`src/rtl/wb_cmd_master.sv`:
```
// ---------------------------------------------------------------------------
// wb_cmd_master
//
// Single-outstanding Wishbone pipelined-mode initiator. One command accepted
// on the cmd_* handshake becomes exactly one Wishbone read or write cycle.
// The cycle finishes with one rsp_valid_o pulse that carries a status code and,
// for successful reads, the read data.
//
// Handshake (cmd side): a command transfers on a rising clk edge where
// cmd_valid_i & cmd_ready_o are both high. cmd_ready_o is high only in IDLE,
// so no more than one transaction is ever in flight. rsp_valid_o is a
// one-cycle pulse and has no back-pressure.
//
// Ports:
//   clk_i, rst_n_i         clock, asynchronous active-low reset
//   cmd_valid_i/ready_o    command handshake
//   cmd_we_i/adr_i/sel_i/dat_i  command fields (latched on accept)
//   rsp_valid_o            one-cycle completion pulse
//   rsp_status_o           00 ok, 01 err, 10 retry exhausted, 11 timeout
//   rsp_dat_o              read data (0 for writes and for non-ok status)
//   wb_*                   Wishbone pipelined initiator port
//   dbg_state_o            current FSM state (IDLE=0 REQ=1 WAIT=2 BACKOFF=3 RSP=4)
// ---------------------------------------------------------------------------
module wb_cmd_master #(
    parameter int ADDR_WIDTH = 32,
    parameter int TIMEOUT    = 255,
    parameter int RETRY_MAX  = 3
) (
    input  logic                  clk_i,
    input  logic                  rst_n_i,
    input  logic                  cmd_valid_i,
    output logic                  cmd_ready_o,
    input  logic                  cmd_we_i,
    input  logic [ADDR_WIDTH-1:0] cmd_adr_i,
    input  logic [3:0]            cmd_sel_i,
    input  logic [31:0]           cmd_dat_i,
    output logic                  rsp_valid_o,
    output logic [1:0]            rsp_status_o,
    output logic [31:0]           rsp_dat_o,
    output logic                  wb_cyc_o,
    output logic                  wb_stb_o,
    output logic                  wb_we_o,
    output logic [ADDR_WIDTH-1:0] wb_adr_o,
    output logic [3:0]            wb_sel_o,
    output logic [31:0]           wb_dat_o,
    input  logic [31:0]           wb_dat_i,
    input  logic                  wb_ack_i,
    input  logic                  wb_err_i,
    input  logic                  wb_rty_i,
    input  logic                  wb_stall_i,
    output logic [2:0]            dbg_state_o
);

    typedef enum logic [2:0] {
        S_IDLE    = 3'd0,
        S_REQ     = 3'd1,
        S_WAIT    = 3'd2,
        S_BACKOFF = 3'd3,
        S_RSP     = 3'd4
    } state_t;

    localparam logic [1:0]  ST_OK      = 2'b00;
    localparam logic [1:0]  ST_ERR     = 2'b01;
    localparam logic [1:0]  ST_RTY     = 2'b10;
    localparam logic [1:0]  ST_TIMEOUT = 2'b11;

    localparam logic [7:0]  RETRY_LIM  = 8'(RETRY_MAX);
    // The counter reads 0 in the first stb cycle, so the abort decision is
    // taken when it holds TIMEOUT-1; cyc then drops TIMEOUT cycles after stb
    // first rose.
    localparam logic [15:0] TMO_LAST   = 16'(TIMEOUT - 1);

    state_t      state_q, state_d;
    logic [7:0]  retry_q, retry_d;
    logic [15:0] tmo_q, tmo_d;
    logic [1:0]  status_d;
    logic [31:0] rdat_d;
    logic        load_cmd;

    // Next-state / response decision. All Wishbone and handshake outputs are
    // derived from state_d and registered below, so every output is a flop.
    always_comb begin
        state_d  = state_q;
        retry_d  = retry_q;
        tmo_d    = tmo_q;
        status_d = rsp_status_o;
        rdat_d   = rsp_dat_o;
        load_cmd = 1'b0;

        case (state_q)
            S_IDLE: begin
                if (cmd_valid_i) begin
                    load_cmd = 1'b1;
                    retry_d  = '0;
                    tmo_d    = '0;
                    state_d  = S_REQ;
                end
            end

            // Termination is honoured in REQ even while stall is high: a
            // slave may release stall and ack in the same cycle.
            S_REQ, S_WAIT: begin
                tmo_d = tmo_q + 16'd1;
                if (wb_err_i) begin
                    status_d = ST_ERR;
                    rdat_d   = '0;
                    state_d  = S_RSP;
                end else if (wb_rty_i) begin
                    if (retry_q < RETRY_LIM) begin
                        retry_d = retry_q + 8'd1;
                        state_d = S_BACKOFF;
                    end else begin
                        status_d = ST_RTY;
                        rdat_d   = '0;
                        state_d  = S_RSP;
                    end
                end else if (wb_ack_i) begin
                    status_d = ST_OK;
                    rdat_d   = wb_we_o ? 32'd0 : wb_dat_i;
                    state_d  = S_RSP;
                end else if (tmo_q == TMO_LAST) begin
                    status_d = ST_TIMEOUT;
                    rdat_d   = '0;
                    state_d  = S_RSP;
                end else if (state_q == S_REQ && !wb_stall_i) begin
                    state_d = S_WAIT;
                end
            end

            // One idle bus cycle before re-issuing the same command.
            S_BACKOFF: begin
                tmo_d   = '0;
                state_d = S_REQ;
            end

            S_RSP: begin
                state_d = S_IDLE;
            end

            default: begin
                state_d = S_IDLE;
            end
        endcase
    end

    always_ff @(posedge clk_i or negedge rst_n_i) begin
        if (!rst_n_i) begin
            state_q      <= S_IDLE;
            retry_q      <= '0;
            tmo_q        <= '0;
            cmd_ready_o  <= 1'b1;
            rsp_valid_o  <= 1'b0;
            rsp_status_o <= '0;
            rsp_dat_o    <= '0;
            wb_cyc_o     <= 1'b0;
            wb_stb_o     <= 1'b0;
            wb_we_o      <= 1'b0;
            wb_adr_o     <= '0;
            wb_sel_o     <= '0;
            wb_dat_o     <= '0;
        end else begin
            state_q      <= state_d;
            retry_q      <= retry_d;
            tmo_q        <= tmo_d;
            cmd_ready_o  <= (state_d == S_IDLE);
            rsp_valid_o  <= (state_d == S_RSP);
            rsp_status_o <= status_d;
            rsp_dat_o    <= rdat_d;
            wb_cyc_o     <= (state_d == S_REQ) || (state_d == S_WAIT);
            wb_stb_o     <= (state_d == S_REQ);
            if (load_cmd) begin
                wb_we_o  <= cmd_we_i;
                wb_adr_o <= cmd_adr_i;
                wb_sel_o <= cmd_sel_i;
                wb_dat_o <= cmd_dat_i;
            end
        end
    end

    assign dbg_state_o = state_q;

endmodule

```
`config.mk`:
```
export PLATFORM = sky130hd
export DESIGN_NAME = wb_cmd_master
export DESIGN_NICKNAME = d
export VERILOG_FILES = /design/src/rtl/wb_cmd_master.sv
export SDC_FILE = /design/constraint.sdc
export NUM_CORES = 1
export LEC_CHECK = 0
export BUFFER_PORTS_ARGS = -buffer_cell sky130_fd_sc_hd__buf_4
export CORE_MARGIN = 2
export CORE_UTILIZATION = 53
export DETAILED_ROUTE_END_ITERATION = 12
export GPL_ROUTABILITY_DRIVEN = 0
export PLACE_DENSITY = 0.93
export SYNTH_ARGS = -nofsm -noshare
export SYNTH_HDL_FRONTEND = slang
export SYNTH_SLANG_ARGS = --single-unit
```
`constraint.sdc`:
```
create_clock -name clk_i -period 5.1 [get_ports clk_i]
set_input_delay 0.51 -clock clk_i [delete_from_list [all_inputs] [get_ports clk_i]]
set_output_delay 0.51 -clock clk_i [all_outputs]
set_load 0.005 [all_outputs]
```
== After elaboration in Yosys (flattened, before gate mapping) ==
Cells that the tools add are included.
Word-level totals
  register bits after elaboration: 134
  bits in latches: 0
  bits in writable memories: 0
  ROM bits: 0
  input port bits: 108
  memories: 0
Operators by class
  add/subtract/negate cells: 2
  $mul: 0
  divide/modulo/power cells: 0
  $lt $le $gt $ge: 1
  equality and inequality tests: 12
  shift operators: 0
  mux-type cells: 28
  bitwise gates (word level): 0
  reduce and logical (&&, ||, !) cells: 12
Operator list (number)
  2-to-1 mux 32 bit: 6
  one-hot mux 16 bit (3 select lines): 1
  2-to-1 mux 8 bit: 4
  2-to-1 mux 3 bit: 7
  adder 16 x 1 -> 16 bit (second input constant): 1
  equality test 16 x 8 -> 1 bit (second input constant): 1
  2-to-1 mux 16 bit: 1
  one-hot mux 8 bit (2 select lines): 1
  2-to-1 mux 2 bit: 5
  equality test 3 x 2 -> 1 bit (second input constant): 3
  one-hot mux 3 bit (3 select lines): 1
  adder 8 x 1 -> 8 bit (second input constant): 1
  < comparator 8 x 2 -> 1 bit (second input constant): 1
  != test 2 bit (second input constant): 4
  equality test 3 x 1 -> 1 bit (second input constant): 2
  logical NOT 3 bit: 2
  AND reduction 5 bit: 1
  nonzero test 4 bit: 1
  equality test 3 bit (second input constant): 1
  != test 3 bit (second input constant): 1
  AND reduction 3 bit: 1
  nonzero test 3 bit: 1
  2-to-1 mux 1 bit: 2
  AND reduction 2 bit: 1
  other kinds (5): 5

== Logic depth before layout (Yosys ltp) ==
  depth after elaboration: 10
  gate-level depth with buffers: 8

== Least setup slack after synthesis ==
Ideal clock, no wire load.
  path type: flip-flop to flip-flop
  from: reg tmo_q[0]
  to: reg rsp_status_o[1]
  setup time: 0.128 ns
  arrival: 1.664 ns
  required time: 4.972 ns
  slack: 3.308 ns
  stages on the path, launching flop included: 8
  cell sequence: dfrtp_1 > inv_1 > ha_1 > and4b_1 > nand4_1 > a211oi_1 > buf_4 > mux2_1
On the way
  longest elaborated chain between the ends: 3
RTL lines
  from (decl): line 75  | logic [15:0] tmo_q, tmo_d;
  from (signal assigned): line 164  | tmo_q <= tmo_d;
  equality test 16 x 8 -> 1 bit: line 121  | end else if (tmo_q == TMO_LAST) begin
  nonzero test 4 bit (no line)
  AND reduction 3 bit (no line)
  to (signal assigned): line 167  | rsp_status_o <= status_d;
  to (decl): line 38  | output logic [1:0] rsp_status_o,
No other way between the ends.
A chain may end at the register's enable or synchronous reset.

== Worst setup path in the final report ==
  from: reg state_q[0] (netlist: dbg_state_o[0])
  to: reg rsp_dat_o[8]
On the way
  longest elaborated chain between the ends: 3
  elaborated cells between the ends (all ways): 4
RTL lines
  from (decl): line 73  | state_t state_q, state_d;
  from (signal assigned): line 162  | state_q <= state_d;
  equality test 3 x 1 -> 1 bit / equality test 3 x 2 -> 1 bit (equally long branches): line 90  | case (state_q)
  OR reduction 2 bit (*): line 90
  AND reduction 3 bit (no line) (*)
  to (signal assigned): line 168  | rsp_dat_o <= rdat_d;
  to (decl): line 39  | output logic [31:0] rsp_dat_o,
Mark *: on every way between the ends. The rest lies on a longest branch, timed or not.

==> impl_metrics.toml <==
[outcome]
run_status = "finished clean"

[detailed_routing]
routed-via-count = 4580
wl_mm = 16.28
vias_per_cell = 5.518
wire_per_inst_um = 19.61
drc = 0
final_antenna_net_count = 0
first_pass_iters = 5
dr.first_iter.drc_count = 328

[yosys]
synth_edf_count = 0
async_reset_ff_share_pct = 100.0
synth.net_count = 572
syn_area_um2 = 5673
synth_warnings = 0
synth.distinct_cells = 48
netlist_instances = 461
yosysSeqAreaShare_pct = 59.13
synth_seq_cells = 134
ys.flop_type = "dfrtp_1"
avgSynthCellArea_um2 = 12.31

[setup_path]
reg2reg_slack_ns = 1.90
start_kind = "register"
worstSetupPathType = "register to register"
critPathMaxStageDelay_ns = 1.08
cp_max_fo = 20
cp_cell_sequence = "nor2b_1 -> o21ai_1 -> a211oi_4 -> buf_4 -> mux2i_1"
cp_slowest_cell = "a211oi_4"
cp.arrival_ns = 3.62
worstPathRequired_ns = 5.52
crit_path_end_kind = "register"

[placement]
dp_cells = 798
dpl_cell_area_um2 = 7398
hpwlAfterDp_mm = 11.24
preCtsSetupSlack_ns = 1.976
numPortBuffers = 217

[timing]
setup-tns-final_ns = 0
report.final.setup_viol = 0
finalMaxSlewViolations = 0
fin_skew_ns = 0.008919
holdWs_ns = 0.2269
finalHoldViolations = 0
fin_crit_sh_pct = 62.76
worst_pin_slew_ns = 1.182
rsz0062_at_grt = "no"
finalWorstSetupSlack_ns = 1.899
fmax_mhz = 312.4
relSlewSlack_pct = 20.94
min_period_ns = 3.201

[global_routing]
grt_pass1_vias = 4941
grt_pass1_wl_mm = 25.56
antenna_found_initial = 0
globalRouteTotalUtil_pct = 29.16
grt_max_degree = 73
grt_overflow_total = 0

[clock_tree]
ctsResizeCount = 0
clock_path_buffers = 2
cts_tree = "yes"
cts_max_level = 4
cts-root-buf = "clkbuf_8"
path_clk_slew_ns = 0.06
numClockSinks = 134
insertion_delay_ns = 0.51
cts_buffers = 17

[power]
p_per_area_nw_per_um2 = 573.4
ir_worst_vdd_mv = 0.3773
power_leakage_nw = 3.748
finalPower_mw = 4.580

[die]
core_um2 = 10370
start_util_pct = 54.71
die_area_um2 = 11550
rows = 37
dieWidth_um = 107.5
io_pins = 218
die_height_um = 107.5

[layout]
final_cells = 830
layout-area-overhead-vs-synth_pct = 40.80
drive_gt1_share_pct = 47.12
final_cell_area_um2 = 7988
fill_cells = 620
fin_util_pct = 77.03
n_antenna_cell = 0
multi_input_area_um2 = 2049
final-seq-area_um2 = 3354
final_nets = 793

[min_path]
hold_path_class = "input pin to register"

[run]
maxCapViolations = 0
## cells in the mapped netlist, types with 2 or more instances
cell | instances | area share [%]
nor2_1 | 6 | 0.40
or4_1 | 4 | 0.53
a21oi_1 | 14 | 1.2
buf_4 | 2 | 0.26
nor2b_1 | 7 | 0.77
dfrtp_1 | 133 | 59
mux2_2 | 70 | 14
buf_8 | 3 | 0.79
nor3_1 | 6 | 0.53
and3_1 | 2 | 0.22
or3_1 | 8 | 0.88
nor3b_1 | 2 | 0.26
nor4_1 | 3 | 0.33
buf_2 | 9 | 0.79
clkbuf_1 | 5 | 0.33
inv_1 | 41 | 2.7
o31ai_1 | 4 | 0.53
nand2_1 | 49 | 3.2
o41ai_1 | 2 | 0.31
mux2i_1 | 33 | 5.8
a21o_1 | 2 | 0.26
and4_1 | 2 | 0.31
ha_1 | 3 | 0.66
nand3_1 | 6 | 0.53
o21ai_0 | 16 | 1.4
a211oi_1 | 4 | 0.53
nand4_1 | 4 | 0.44
## area by class of cell
type	instances	area share [%]
Clock inverter	9	1.582
Tap cell	136	2.130
Inverter	41	1.927
Multi-Input combinational cell	265	25.66
Timing Repair Buffer	223	21.04
Clock buffer	22	5.670
Sequential cell	134	42.00
## cells in the final DEF, fill, tap and decap left out, drive strengths merged, types with 7 or more instances in the layout
cell type / n
a21oi: 14
buf: 222
clkbuf: 22
dfrtp: 133
inv: 41
mux2: 71
mux2i: 33
nand2: 49
nor2: 7
nor2b: 7
nor3: 7
o21ai: 17
or3: 8
## repair_timing
item,CTS,global route
setup buffers,0,0
hold endpoints to repair,62,0
hold buffers,1,0
## final timing paths
kind | from | endpoint | cells after the start
max reg2reg | dbg_state_o[0] | rsp_dat_o[8] | 5
min in group asynchronous | rst_n_i | wb_dat_o[28] | 2
max | dbg_state_o[0] | rsp_dat_o[8] | 5
min reg2reg | rsp_status_o[1] | rsp_status_o[1] | 1
max in group asynchronous | rst_n_i | wb_dat_o[2] | 3
min | cmd_dat_i[29] | wb_dat_o[29] | 2
## flip-flops by register name (all words and copies together), names as in the netlist
signal,cells
cmd_ready_o,1
dbg_state_o,3
retry_q,8
rsp_dat_o,32
rsp_status_o,2
rsp_valid_o,1
tmo_q,16
wb_adr_o,32
wb_cyc_o,1
wb_dat_o,32
wb_sel_o,4
wb_stb_o,1
wb_we_o,1
## worst max-delay path: cells and delay by family, from the launching register on
kind | cells | cell delay, ns
compound gates | 2 | 1.49
flops | 1 | 0.54
buf+inv | 1 | 0.43
simple gates | 1 | 0.37
mux | 1 | 0.27
## power by group
part	leakage [nW]	internal, mW	total (mW)	switching [mW]
sequential	1.70	1.45	1.73	0.277
combinational	1.77	0.943	1.65	0.712
clock	0.285	0.765	1.20	0.435
total	3.75	3.16	4.58	1.42
## kinds of logic (layout without fill, tap and decap cells)
kind of cell / Yosys count / after routing / share of synthesized area, %
flip-flops: 134 / 134 / 59.13
AO/OA/AOI/OAI: 51 / 51 / 5.580
buffers and inverters: 62 / 295 / 5.161
AND/OR/NAND/NOR: 106 / 106 / 9.396
XOR/XNOR: 1 / 1 / 0.1544
adder cells (fa/ha/maj): 3 / 3 / 0.6617
multiplexers: 104 / 104 / 19.92
## routing by layer
metal  up-vias  global-route usage [%]  share of wire [%]
met5         -                       0                  0
met4         0                   11.90                3.0
met3        35                   9.322                8.8
met2       274                   50.68                 53
li1       2028                       -                  -
met1      2243                   33.29                 35
Note: power is estimated with default switching activity, not from simulation.
